$ cat config.mk
export PLATFORM = sky130hd
export DESIGN_NAME = mul_shift_add_seq
export DESIGN_NICKNAME = d
export VERILOG_FILES = /design/src/rtl/mul_shift_add_seq_pkg.sv /design/src/rtl/mul_shift_add_seq_adder.sv /design/src/rtl/mul_shift_add_seq.sv
export SDC_FILE = /design/constraint.sdc
export NUM_CORES = 1
export LEC_CHECK = 0
export CAP_MARGIN = 10
export CORE_AREA = 4 4 144 146
export CTS_CLUSTER_DIAMETER = 150
export DETAILED_ROUTE_END_ITERATION = 6
export DIE_AREA = 0 0 148 150
export REMOVE_ABC_BUFFERS = 1
export SETUP_SLACK_MARGIN = 0.3
export SYNTH_ARGS = -nofsm -noshare
export SYNTH_HDL_FRONTEND = slang
export SYNTH_HIERARCHICAL = 1
export SYNTH_SLANG_ARGS = --single-unit
$ cat constraint.sdc
create_clock -name clk -period 35.5 [get_ports clk]
set_input_delay 7.1 -clock clk [delete_from_list [all_inputs] [get_ports clk]]
set_output_delay 7.1 -clock clk [all_outputs]
set_load 0.02 [all_outputs]
$ cat src/rtl/mul_shift_add_seq_pkg.sv
// Shared definitions for the shift-and-add multiplier: FSM encodings and default sizes.
package mul_shift_add_seq_pkg;

    localparam int MUL_WIDTH = 32;
    localparam int MUL_CNT_W = 6;

    typedef enum logic [1:0] {
        MUL_IDLE = 2'd0,
        MUL_RUN  = 2'd1,
        MUL_DONE = 2'd2
    } mul_state_e;

endpackage

$ cat src/rtl/mul_shift_add_seq_adder.sv
// Plain ripple-carry adder; the multiplier's only arithmetic unit.
module mul_shift_add_seq_adder
    import mul_shift_add_seq_pkg::*;
#(
    parameter int WIDTH = MUL_WIDTH
) (
    input  logic [WIDTH-1:0] a_i,
    input  logic [WIDTH-1:0] b_i,
    output logic [WIDTH-1:0] sum_o,
    output logic             cout_o
);

    // NOTE: every output gets a value on every pass through the block, so no latch is inferred.
    always_comb begin
        logic carry;
        carry = 1'b0;
        sum_o = '0;
        for (int i = 0; i < WIDTH; i++) begin
            sum_o[i] = a_i[i] ^ b_i[i] ^ carry;
            carry    = (a_i[i] & b_i[i]) | (carry & (a_i[i] ^ b_i[i]));
        end
        cout_o = carry;
    end

endmodule

$ cat src/rtl/mul_shift_add_seq.sv
// Sequential 32x32 -> 64 unsigned shift-and-add multiplier with start/done handshake.
// Optional early termination on exhausted multiplier bits: define MUL_EARLY_TERM_EN.
module mul_shift_add_seq
    import mul_shift_add_seq_pkg::*;
#(
    parameter int WIDTH = MUL_WIDTH,
    parameter int CNT_W = MUL_CNT_W
) (
    input  logic               clk,
    input  logic               rst_n,
    input  logic               start,
    input  logic [WIDTH-1:0]   A,
    input  logic [WIDTH-1:0]   B,
    output logic               ready,
    output logic               busy,
    output logic               done,
    output logic [2*WIDTH-1:0] P
);

    if (WIDTH != MUL_WIDTH || CNT_W < $clog2(WIDTH + 1)) begin : g_param_check
        $error("mul_shift_add_seq: WIDTH must be 32 and CNT_W must hold WIDTH");
    end

    mul_state_e         state_q, state_d;
    logic [WIDTH-1:0]   m_q, m_d;
    logic [WIDTH-1:0]   hi_q, hi_d;
    logic [WIDTH-1:0]   lo_q, lo_d;
    logic [CNT_W-1:0]   cnt_q, cnt_d;
    logic [2*WIDTH-1:0] p_q, p_d;

    logic [WIDTH-1:0]   addend;
    logic [WIDTH-1:0]   add_s;
    logic               add_c;

    assign addend = lo_q[0] ? m_q : '0;

    mul_shift_add_seq_adder #(.WIDTH(WIDTH)) u_adder (
        .a_i    (hi_q),
        .b_i    (addend),
        .sum_o  (add_s),
        .cout_o (add_c)
    );

`ifdef MUL_EARLY_TERM_EN
    // lo_q[cnt_q:1] are the multiplier bits still waiting after this cycle's add.
    logic [WIDTH-2:0] rem_mask;
    logic             rem_zero;
    assign rem_mask = ~({(WIDTH-1){1'b1}} << cnt_q);
    assign rem_zero = ((lo_q[WIDTH-1:1] & rem_mask) == '0);
`endif

    always_comb begin
        state_d = state_q;
        m_d     = m_q;
        hi_d    = hi_q;
        lo_d    = lo_q;
        cnt_d   = cnt_q;
        p_d     = p_q;
        case (state_q)
            MUL_IDLE: begin
                if (start) begin
                    m_d     = A;
                    hi_d    = '0;
                    lo_d    = B;
                    cnt_d   = CNT_W'(WIDTH - 1);
                    state_d = MUL_RUN;
                end
            end
            MUL_RUN: begin
                // 65-bit shift of {carry, sum, LO}: the carry-out becomes HI's new MSB.
                hi_d  = {add_c, add_s[WIDTH-1:1]};
                lo_d  = {add_s[0], lo_q[WIDTH-1:1]};
                cnt_d = cnt_q - CNT_W'(1);
                if (cnt_q == '0) begin
                    p_d     = {hi_d, lo_d};
                    state_d = MUL_DONE;
                end
`ifdef MUL_EARLY_TERM_EN
                else if (rem_zero) begin
                    // Remaining steps would add zero; collapse their shifts into one.
                    p_d     = {hi_d, lo_d} >> cnt_q;
                    state_d = MUL_DONE;
                end
`endif
            end
            MUL_DONE: state_d = MUL_IDLE;
            default:  state_d = MUL_IDLE;
        endcase
    end

    // NOTE: state registers use non-blocking assignments so every flop samples pre-edge values.
    always_ff @(posedge clk or negedge rst_n) begin
        if (!rst_n) begin
            state_q <= MUL_IDLE;
            m_q     <= '0;
            hi_q    <= '0;
            lo_q    <= '0;
            cnt_q   <= '0;
            p_q     <= '0;
        end else begin
            state_q <= state_d;
            m_q     <= m_d;
            hi_q    <= hi_d;
            lo_q    <= lo_d;
            cnt_q   <= cnt_d;
            p_q     <= p_d;
        end
    end

    assign ready = (state_q == MUL_IDLE);
    assign busy  = (state_q == MUL_RUN);
    assign done  = (state_q == MUL_DONE);
    assign P     = p_q;

endmodule
==> results.py, run 1 <==
metrics = {
    "run_status": {
        "status": "finished, final reports clean",
    },
    "finish": {
        "drive_gt1_share_pct": 13.8,
        "syn_to_final_growth_pct": 28.2,
        "fillers": 1758,
        "seq_area_mm2": 0.00420,
        "multiInputGateArea_mm2": 0.00320,
        "nNetsFinal": 886,
        "final_common_cell": "nand2_1",
        "antenna_cells": 0,
        "layout_common_cells": "226 x nand2_1, 168 x dfrtp_1, 132 x clkdlybuf4s50_1",
    },
    "logic_synthesis": {
        "yosys_warnings": 6,
        "yosysTopAreaCell": "dfrtp_1",
        "synth_top_area_share_pct": 55.1,
        "ys_seq_elements": 168,
        "yosysSeqAreaShare_pct": 55.1,
        "synth_area_per_cell_um2": 11.5,
        "synthTopCellsByArea": "dfrtp_1 55%, nand2_1 11%, mux2_4 9.6%",
        "synth_area_mm2": 0.00763,
        "postSynthCellCount": 664,
        "synth.distinct_cells": 29,
    },
    "global_routing": {
        "grt_usage_pct": 16.5,
        "grt_max_degree": 94,
        "gr-total-overflow": 0,
        "grt_pass1_wl_um": 29200,
        "grt_pass1_vias": 5595,
        "antenna_found_initial": 2,
    },
    "cts": {
        "insertion_delay_ns": 0.42,
        "clk_path_buf_depth": 2,
        "cts_hold_buf": 0,
        "cts_resized": 0,
        "clock-sinks": 168,
        "cts-buffers-inserted": 17,
        "cts.clk_slew.worst_paths_ns": 0.06,
        "htree_levels": 4,
        "root_buffer": "clkbuf_16",
        "cts_setup_buffers": 0,
        "cts_tree": "built",
    },
    "timing": {
        "slew_viol_final": 0,
        "setup_viol": 0,
        "tightest_slew_ns": 0.974,
        "fin_crit_sh_pct": 38.7,
        "fmax_mhz": 72.9,
        "finalHoldViolCount": 0,
        "slew_headroom_pct": 35.0,
        "skew_ns": 0.00896,
        "fin_setup_tns_ns": 0,
        "rsz0062_at_grt": "no",
        "fin_crit_ns": 13.72,
    },
    "route": {
        "totalWireLength_um": 17400,
        "num_vias": 5102,
        "drtPass1Iterations": 4,
        "ant_nets": 0,
        "drt_iter0_markers": 287,
        "wire_per_inst_um": 16.4,
        "drcViolationCount": 0,
        "vias_per_cell": 4.80,
    },
    "setup_path": {
        "crit_top_cell": "fa_1",
        "end_kind": "register",
        "worstSetupStartpointType": "register",
        "critical-path-slowest-cell": "dfrtp_1",
        "worstPathArrival_ns": 14.08,
        "cp_slowest_stage_delay_ns": 0.73,
        "crit_fanout": 33,
        "crit_type": "reg -> reg",
        "cp.required_ns": 35.86,
    },
    "floorplan": {
        "die_width_um": 148,
        "row_count": 51,
        "die-area_mm2": 0.0222,
        "start_util_pct": 39.4,
        "die_y_um": 150,
        "core_mm2": 0.0194,
        "pin_count": 134,
    },
    "worst_hold_path": {
        "min_path_type": "reg -> reg",
    },
    "power_and_ir_drop": {
        "p_per_area_mw_per_mm2": 83.9,
        "vdd_drop_max_v": 0.0000444,
        "finalPower_w": 0.000821,
        "p_leak_nw": 4.87,
    },
    "placed_design": {
        "gp_congestion": 0.793,
        "portBuffers": 133,
        "hpwl_um": 11200,
    },
    "job": {
        "max_cap_viol_count": 0,
    },
}
## worst max-delay path, delay by kind of cell, from the launching register on
family	cells	cell delay [ns]
fa+ha+maj	32	12.20
buf+inv	4	0.28
flops	1	0.73
mux	1	0.13
simple gates	1	0.31
## worst paths after layout
| check | slack, ns | to | cells after the start | from |
|---|---|---|---|---|
| min in group asynchronous | 6.76 | P[42]$_DFFE_PN0P_ | 1 | rst_n |
| max reg2reg | 21.78 | P[62]$_DFFE_PN0P_ | 38 | lo_q[0]$_DFFE_PN0P_ |
| min | 0.46 | m_q[25]$_DFFE_PN0P_ | 2 | m_q[25]$_DFFE_PN0P_ |
| min reg2reg | 0.46 | m_q[25]$_DFFE_PN0P_ | 2 | m_q[25]$_DFFE_PN0P_ |
| max in group asynchronous | 27.22 | P[48]$_DFFE_PN0P_ | 2 | rst_n |
| max | 21.78 | P[62]$_DFFE_PN0P_ | 38 | lo_q[0]$_DFFE_PN0P_ |
## per-stage QoR
| step | std cells | util (%) | worst slack, ns | hold WS [ns] | cell area, um2 |
|---|---|---|---|---|---|
| after floorplan | 626 | - | 22.65 | 0.438 | 7440 |
| after global placement | 1031 | 47.3 | 21.94 | 0.449 | 9170 |
| after detailed placement | 1031 | 47.3 | 21.80 | 0.454 | 9170 |
| after CTS | 1062 | 50.4 | 21.80 | 0.471 | 9780 |
| after global routing | 1062 | 50.4 | 21.28 | 0.496 | 9780 |
| final | 1062 | 50.4 | 21.78 | 0.465 | 9780 |
## power by group
part / switching, W / leakage, nW / internal (W)
sequential: 0.0000596 / 2.16 / 0.000272
combinational: 0.000151 / 2.42 / 0.000146
clock: 0.0000762 / 0.295 / 0.000116
total: 0.000287 / 4.87 / 0.000534
## cells by family after synthesis
group	Yosys count	share of synthesized area (%)
mux	65	12.0
fa+ha+maj	34	8.62
compound gates	43	4.05
simple gates	302	17.0
flops	168	55.1
buf+inv	52	3.28
## Yosys cell counts
master    instances
dfrtp_1         168
or3b_1            1
a211oi_1          3
fa_1             31
nor4b_4           1
buf_1             3
clkbuf_1         21
nor2b_1           1
nand2_1         226
o21ai_0           3
mux2_4           49
a21oi_1           1
a22oi_1          32
a31oi_1           3
inv_2             1
nor3b_1           1
buf_6             6
or3b_2            1
nand3_1          32
mux2_2           15
nor3_1            3
buf_2             8
ha_1              3
nor2_1            2
and2_1           32
inv_1            13
nand2b_1          2
mux2i_1           1
o21bai_1          1
## area by class of cell
cell class / count / share of cell area (%)
inverter: 14 / 0.537
multi-input combinational: 444 / 32.7
sequential: 168 / 43.0
tap: 265 / 3.39
clock buffer: 20 / 4.77
timing repair buffer: 140 / 14.2
clock inverter: 11 / 1.48
## state kept, by name (all words and copies together), names as in the netlist
signal / cells
P: 64
hi_q: 32
lo_q: 32
m_q: 32
cnt_q: 6
state_q: 2
## routing by layer
metal	vias to the layer above	track usage [%]	wire (um)
met5	-	0	26
met4	4	3.74	156
met3	16	7.60	1580
met2	144	25.1	7890
met1	2536	21.6	7750
li1	2402	-	-
Power figures use the tool's default switching activity.
==> inputs of run 2 (changes only) <==
- clock period: 35.5 -> 11.59 ns (I/O delays scaled with it)
==> run 2 against run 1 <==
  * The run now ends with negative setup slack left
  * Clock-buffer cell count down 1
  * Sequential share of layout area down 0.42 points
  * Non-clock buffer count up 3
  * Via count up 0.84%
  * Wire length up 1.1%
  * Cell count up 0.38%
  * Largest cell class unchanged
  * Largest power group unchanged
  * Highest routed layer unchanged
==> results.py, run 2 (synthesized netlist as in run 1, its figures left out) <==
metrics = {
    "run_status": {
        "status": "finished with violations",
        "violations": "negative setup slack",
    },
    "timing": {
        "slew_viol_final": 0,
        "fin_crit_ns": 11.87,
        "tightest_slew_ns": 0.938,
        "setup_viol": 5,
        "hold_ws_ns": 0.467,
        "fin_setup_tns_ns": -0.716,
        "skew_ns": 0.00562,
        "fmax_mhz": 84.3,
        "finalHoldViolCount": 0,
        "fin_crit_sh_pct": 102,
        "slew_headroom_pct": 37.5,
        "fin_ws_ns": -0.276,
        "rsz0062_at_grt": "yes",
    },
    "power_and_ir_drop": {
        "p_leak_nw": 4.81,
        "power_frac_comb_pct": 38.0,
        "switchingPower_w": 0.000903,
        "p_int_w": 0.00163,
        "finalPower_w": 0.00254,
        "vdd_drop_max_v": 0.000134,
        "pwr-share-clk_pct": 22.3,
        "p_per_area_mw_per_mm2": 257,
        "p_sw_share_pct": 35.6,
        "seqPwrFrac_pct": 39.7,
    },
    "finish": {
        "final_common_cell": "nand2_1",
        "nNetsFinal": 889,
        "antenna_cells": 0,
        "layout_common_cells": "225 x nand2_1, 168 x dfrtp_1, 132 x clkdlybuf4s50_1",
        "syn_to_final_growth_pct": 29.4,
        "largest_reg_flops": 64,
        "fin_area_mm2": 0.00988,
        "drive_gt1_share_pct": 18.9,
    },
    "cts": {
        "clk_path_buf_depth": 2,
        "insertion_delay_ns": 0.43,
        "cts-buffers-inserted": 17,
        "root_buffer": "clkbuf_16",
        "cts_setup_buffers": 0,
        "cts.clk_slew.worst_paths_ns": 0.06,
        "htree_levels": 4,
        "clock-sinks": 168,
        "cts_tree": "built",
    },
    "global_routing": {
        "grt_pass1_vias": 5510,
        "grt_pass1_wl_um": 29300,
        "antenna_found_initial": 1,
        "grt_max_degree": 96,
        "gr-total-overflow": 0,
        "grt_usage_pct": 16.7,
    },
    "setup_path": {
        "end_kind": "register",
        "crit_fanout": 3,
        "worst-path-buf-inv": 4,
        "critical-path-slowest-cell": "fa_1",
        "crit_family": "adder cells",
        "worstPathArrival_ns": 12.23,
        "crit_top_cell": "fa_2",
        "worstSetupStartpointType": "register",
        "cp.required_ns": 11.95,
        "crit_type": "reg -> reg",
        "cp_slowest_stage_delay_ns": 0.41,
    },
    "route": {
        "drcViolationCount": 0,
        "totalWireLength_um": 17600,
        "wire_per_inst_um": 16.5,
        "vias_per_cell": 4.83,
        "drtPass1Iterations": 4,
        "drt_iter0_markers": 198,
        "ant_nets": 0,
        "num_vias": 5145,
    },
    "placed_design": {
        "place_area_mm2": 0.00920,
        "gp_congestion": 0.804,
        "portBuffers": 133,
        "hpwl_um": 11400,
    },
    "job": {
        "max_cap_viol_count": 0,
    },
    "floorplan": {
        "pin_count": 134,
        "core_mm2": 0.0194,
        "row_count": 51,
        "die_y_um": 150,
        "start_util_pct": 39.4,
        "die-area_mm2": 0.0222,
        "die_width_um": 148,
    },
    "worst_hold_path": {
        "min_path_type": "reg -> reg",
    },
}
run 2: cell types whose count changed in the layout (fill, tap and decap cells not counted), sizes merged:
cell / delta
clkinv: -1
buf: +3
bufinv: -1
clkinvlp: +4
clkbuf: -1
run 2: final timing paths:
path	endpoint	cells past startpoint	start	slack (ns)
worst min-delay path	m_q[25]$_DFFE_PN0P_	2	m_q[25]$_DFFE_PN0P_	0.47
worst min register to register	m_q[25]$_DFFE_PN0P_	2	m_q[25]$_DFFE_PN0P_	0.47
max in group asynchronous	m_q[24]$_DFFE_PN0P_	2	rst_n	8.12
worst max-delay path	P[62]$_DFFE_PN0P_	38	lo_q[0]$_DFFE_PN0P_	-0.28
min in group asynchronous	P[43]$_DFFE_PN0P_	1	rst_n	1.98
worst max register to register	P[62]$_DFFE_PN0P_	38	lo_q[0]$_DFFE_PN0P_	-0.28
run 2: area by class of cell:
class,instances,area (um2)
Clock inverter,13,148
Fill cell,1715,9520
Sequential cell,168,4200
Clock buffer,19,443
Timing Repair Buffer,143,1410
Tap cell,265,332
Multi-Input combinational cell,444,3290
Inverter,14,52.6
run 2: worst min-delay path, delay by kind of cell, from the launching register on:
family | cells | cell delay, ns
AND/OR/NAND/NOR | 2 | 0.10
flip-flops | 1 | 0.33
run 2: timing repair:
item | CTS | global route
pin swaps | 2 | 3
setup endpoints to repair | 13 | 8
hold buffers | 0 | 0
resized for setup | 31 | 8
run 2: metal layers:
metal	wire length [um]	GRT usage, %
met5	13	0
met4	190	4.20
met3	1660	7.69
met2	7970	25.3
met1	7750	21.8
run 2: through the flow:
stage          util, %  worst slack (ns)  std cells
2_1_floorplan        -             -1.26        626
3_3_place_gp      47.4             -1.45       1034
3_5_place_dp      47.4             -1.60       1034
4_1_cts           50.8            -0.278       1066
5_1_grt           50.9            -0.503       1066
6_report          50.9            -0.276       1066
run 2: power by group through the flow:
stage | registers [W] | logic [W] | clock network (W)
after global routing | 0.00104 | 0.00108 | 0.000612
after floorplan | 0.00106 | 0.000505 | 0
after CTS | 0.00101 | 0.000979 | 0.000581
final | 0.00101 | 0.000964 | 0.000566
after global placement | 0.00100 | 0.000921 | 0
after detailed placement | 0.00101 | 0.000956 | 0
==> inputs of run 3 (changes only) <==
- CTS_CLUSTER_DIAMETER: 150 -> default
==> results of run 3 <==
The final DEF is identical to that of run 2; final timing and power are the same.
